### config.mk
export PLATFORM = sky130hd
export DESIGN_NAME = pipe_reg_chain
export DESIGN_NICKNAME = d
export VERILOG_FILES = /design/src/rtl/pipe_reg_chain.sv
export SDC_FILE = /design/constraint.sdc
export NUM_CORES = 1
export LEC_CHECK = 0
export CORE_MARGIN = 2
export CORE_UTILIZATION = 36
export DETAILED_ROUTE_END_ITERATION = 6
export SETUP_SLACK_MARGIN = 0.15
export SYNTH_ARGS = -nofsm -noshare
export SYNTH_HDL_FRONTEND = slang
export SYNTH_SLANG_ARGS = --single-unit
### constraint.sdc
create_clock -name clk -period 2.1 [get_ports clk]
set_input_delay 0.42 -clock clk [delete_from_list [all_inputs] [get_ports clk]]
set_output_delay 0.42 -clock clk [all_outputs]
set_load 0.1 [all_outputs]
### src/rtl/pipe_reg_chain.sv
// Elastic pipeline register: DEPTH valid-tagged stages with collapsing bubbles, stall and flush.
// Optional `PIPE_REG_OCC_EN adds an occupancy output (popcount of the stage valid bits).
module pipe_reg_chain #(
    parameter int WIDTH = 32,
    parameter int DEPTH = 2
) (
    input  logic             clk,
    input  logic             rst,
    input  logic             in_valid,
    input  logic [WIDTH-1:0] in_data,
    output logic             in_ready,
    output logic             out_valid,
    output logic [WIDTH-1:0] out_data,
    input  logic             out_ready,
    input  logic             stall,
    input  logic             flush
`ifdef PIPE_REG_OCC_EN
    ,
    output logic [$clog2(DEPTH+1)-1:0] occupancy
`endif
);

    logic [DEPTH-1:0] v_q, v_d;
    logic [WIDTH-1:0] d_q [DEPTH];
    logic [WIDTH-1:0] d_d [DEPTH];
    logic [DEPTH:0]   rdy;

    // rdy[i] is built from the output side back, so a stage behind a bubble can always advance.
    always_comb begin
        logic r;
        r = out_ready;
        rdy = '0;
        rdy[DEPTH] = out_ready;
        for (int i = DEPTH - 1; i >= 0; i--) begin
            r = ~v_q[i] | r;
            rdy[i] = r;
        end
    end

    always_comb begin
        v_d = v_q;
        d_d = d_q;
        if (flush) begin
            v_d = '0;
        end else if (!stall) begin
            if (rdy[0]) begin
                v_d[0] = in_valid;
                if (in_valid) d_d[0] = in_data;
            end
            for (int i = 1; i < DEPTH; i++) begin
                if (rdy[i]) begin
                    v_d[i] = v_q[i-1];
                    if (v_q[i-1]) d_d[i] = d_q[i-1];
                end
            end
        end
    end

    always_ff @(posedge clk or posedge rst) begin
        if (rst) begin
            v_q <= '0;
            for (int i = 0; i < DEPTH; i++) d_q[i] <= '0;
        end else begin
            v_q <= v_d;
            d_q <= d_d;
        end
    end

    assign in_ready  = rdy[0] & ~stall & ~flush;
    assign out_valid = v_q[DEPTH-1] & ~stall & ~flush;
    assign out_data  = d_q[DEPTH-1];

`ifdef PIPE_REG_OCC_EN
    localparam int OCC_W = $clog2(DEPTH + 1);

    always_comb begin
        occupancy = '0;
        for (int i = 0; i < DEPTH; i++) occupancy = occupancy + OCC_W'(v_q[i]);
    end
`endif

endmodule

==> results.md <==
- Outcome: complete, no violations
- CTS Buffer Depth: 2
- RSZ-0062 raised after global routing: false
- Met2 Use GR: 17.7%
- Routed Antenna Nets: 0
- Length of the first detailed-routing pass in iterations: 3
- Fin area: about 3700 sq um
- Pwr/cell area: 1540 nW/um^2
- Area share of the largest cell type after synthesis: ~57%
- Met3 Usage GRT: 4.49%
- VDD IR max: 0.593 mV
- Final Hold Fails: 0
- Worst-margin pin slew: 0.343 ns
- Post-CTS Hold Fix Bufs: 0
- Slew Limit Fails: 0
- Met1 Track Usage GR: 14.1%
- Worst Skew: ~0.0055 ns
- Worst setup SP type: input port
- Die H: 93.8 um
- GR peak layer: met2
- Antenna violations before repair: 0
- Layout area overhead: 27.1%
- Crit-path cells: clkdlybuf4s50_1, buf_4, nor2_4, and2_2, buf_12
- Worst setup path category: in2out
- Commonest non-fill, non-tap cells in the layout: 66 x dfrtp_1, 37 x clkdlybuf4s50_1, 34 x mux2_2, 34 x buf_4, 30 x mux2_4
- Synthesized cell area: 2900 sq um
- Max cap viols: 0
- CTS root buffer: clkbuf_8
- Tmin final: 1.91 ns
- Crit Path Max Fanout: 3
- Detailed router's first-iteration violation count: 16
- Critical Path RT: 1.68 ns
- Post-Place Setup Slack: -0.0780 ns
- Min-Delay Path Class: reg2reg
- Flops & latches, synth: 66
- Hpwl dp: approximately 3100 um
- Net count, final: 271
- Postcts setup bufs: 0
- Min-delay src: d_q[39]
- Sequential area share after synthesis: 56.9%
- # port buffers: 71
- Worst R2R Start: v_q[1]
- Fraction of layout cells with a size suffix above 1: 52.9%
- Syn_area_per_cell: approximately 16 sq um
- Clk Latency, worst-skew pair: 0.33 ns
- P_leak: 1.75 nW
- Unique cell type count in the Yosys netlist: 18
- Worst Path Buf+Inv: 3
- CP peak stage delay: between 0.4 and 0.5 ns
- Placed Cells: 324
- # H-tree levels: 3
- Post-Syn Nets: 222
- CP Launch Point: flush
- Routed WL: ~4700 um
- CTS Sinks: 66
- Synth Instances: around 180
- First-pass GRT wire length: about 7500 um
- Die width: around 94 um
- Critical path arrival: 1.49 ns
- Yosys top cell by area: dfrtp_1
- CTS Buf Count: 9
- Endpoints failing setup: 0
- Hold-critical path depth: 1
- FMAX: 524 MHz
- Period Utilization, post-route: 90.9%
- GPL Wtd Cong: 0.706
- N_diodes: 0
- Initial core utilization: 37.4%
- Setup ws final: 0.190 ns
- Global Route Usage Sum: roughly 11%
- Vias in the first global route: 1540
- Slew HR: 77.1%
- CP top delay family: buffers and inverters
- CP Depth: 5
- # DRC: 0
- Area after DPL: 3460 sq um
- Synth top area cells: dfrtp_1 57%, mux2_4 16%, mux2_2 13%, buf_4 8.3%, buf_12 2.1%
- Slowest-stage cell, CP: clkdlybuf4s50_1
- Most common cell after layout, fill and taps aside: dfrtp_1
- Core Region: 7770 sq um
- Largest net degree at the start of global routing: between 60 and 70
- DR vias/cell: 4.36
- Crit. End Element: output pin
- Yosys warnings: 0
- Die area: 8790 sq um
- CTS tree: yes
- Drt wl/cell: 13.8 um
- Clock transition at path regs: 0.07 ns
- Vias: 1483
- # IOs: 72
- Reg2reg path depth: 4
- Layout Utilization: ~47%
- Rows: 32
- Finished Layout Cells: 340
- Gr ovfl total: 0
-- what timing repair did --
item                       in CTS  in global routing
gates cloned                    0                  0
setup endpoints to repair       2                  2
resized for setup               1                  2
-- through the flow --
step / hold slack (ns) / setup TNS, ns / power (mW)
after global placement: 0.480 / -1.61 / 4.54
after detailed placement: 0.490 / -2.24 / 4.57
after global routing: 0.512 / 0 / 5.91
final: 0.500 / 0 / 5.69
after CTS: 0.501 / 0 / 5.76
after floorplan: 0.475 / 0 / 4.34
-- registers in the layout (all words and copies together), names as in the netlist --
name and flops:
out_data 32, d_q 32, v_q 2
-- kinds of logic after synthesis --
kind of cell | after synthesis | synth area share, %
flip-flops | 66 | 56.9
buffers and inverters | 41 | 11.5
multiplexers | 64 | 28.7
AO/OA/AOI/OAI | 4 | 0.690
AND/OR/NAND/NOR | 9 | 2.16
-- worst paths after layout --
check	endpoint	slack, ns
setup / recovery	out_valid	0.19
hold / removal	d_q[39]	0.50
setup reg to reg	out_data[26]	0.42
hold reg to reg	d_q[39]	0.50
max in group asynchronous	d_q[62]	1.31
min in group asynchronous	d_q[35]	0.52
-- routing by layer --
layer | vias to the layer above | wire length (um)
li1 | 694 | -
met4 | 0 | 96
met3 | 9 | 285
met1 | 738 | 1970
met5 | - | 0
met2 | 42 | 2330
-- final cells by class --
cell class | instances | area [sq um]
multi-input combinational | 77 | 932
inverter | 2 | 11.3
timing repair buffer | 77 | 746
tap | 102 | 128
sequential | 66 | 1650
clock buffer | 11 | 141
fill | 703 | 4080
clock inverter | 5 | 77.6
-- power by group --
part	internal [mW]	switching (mW)
registers	1.62	0.194
clock network	0.697	0.472
logic	0.748	1.96
total	3.06	2.62
-- Yosys cell counts --
master and instances:
dfrtp_1 66, mux2_2 34, buf_4 32, mux2_4 30
buf_12 3, buf_2 3, a21oi_1 2, inv_1 2
nand2b_1 2, o21ai_0 2, and2_1 1, and2_2 1
buf_6 1, nand3_1 1, nand3b_1 1, nor2_1 1
nor2b_4 1, or3_1 1
No activity file was read; power rests on OpenSTA's default activity.
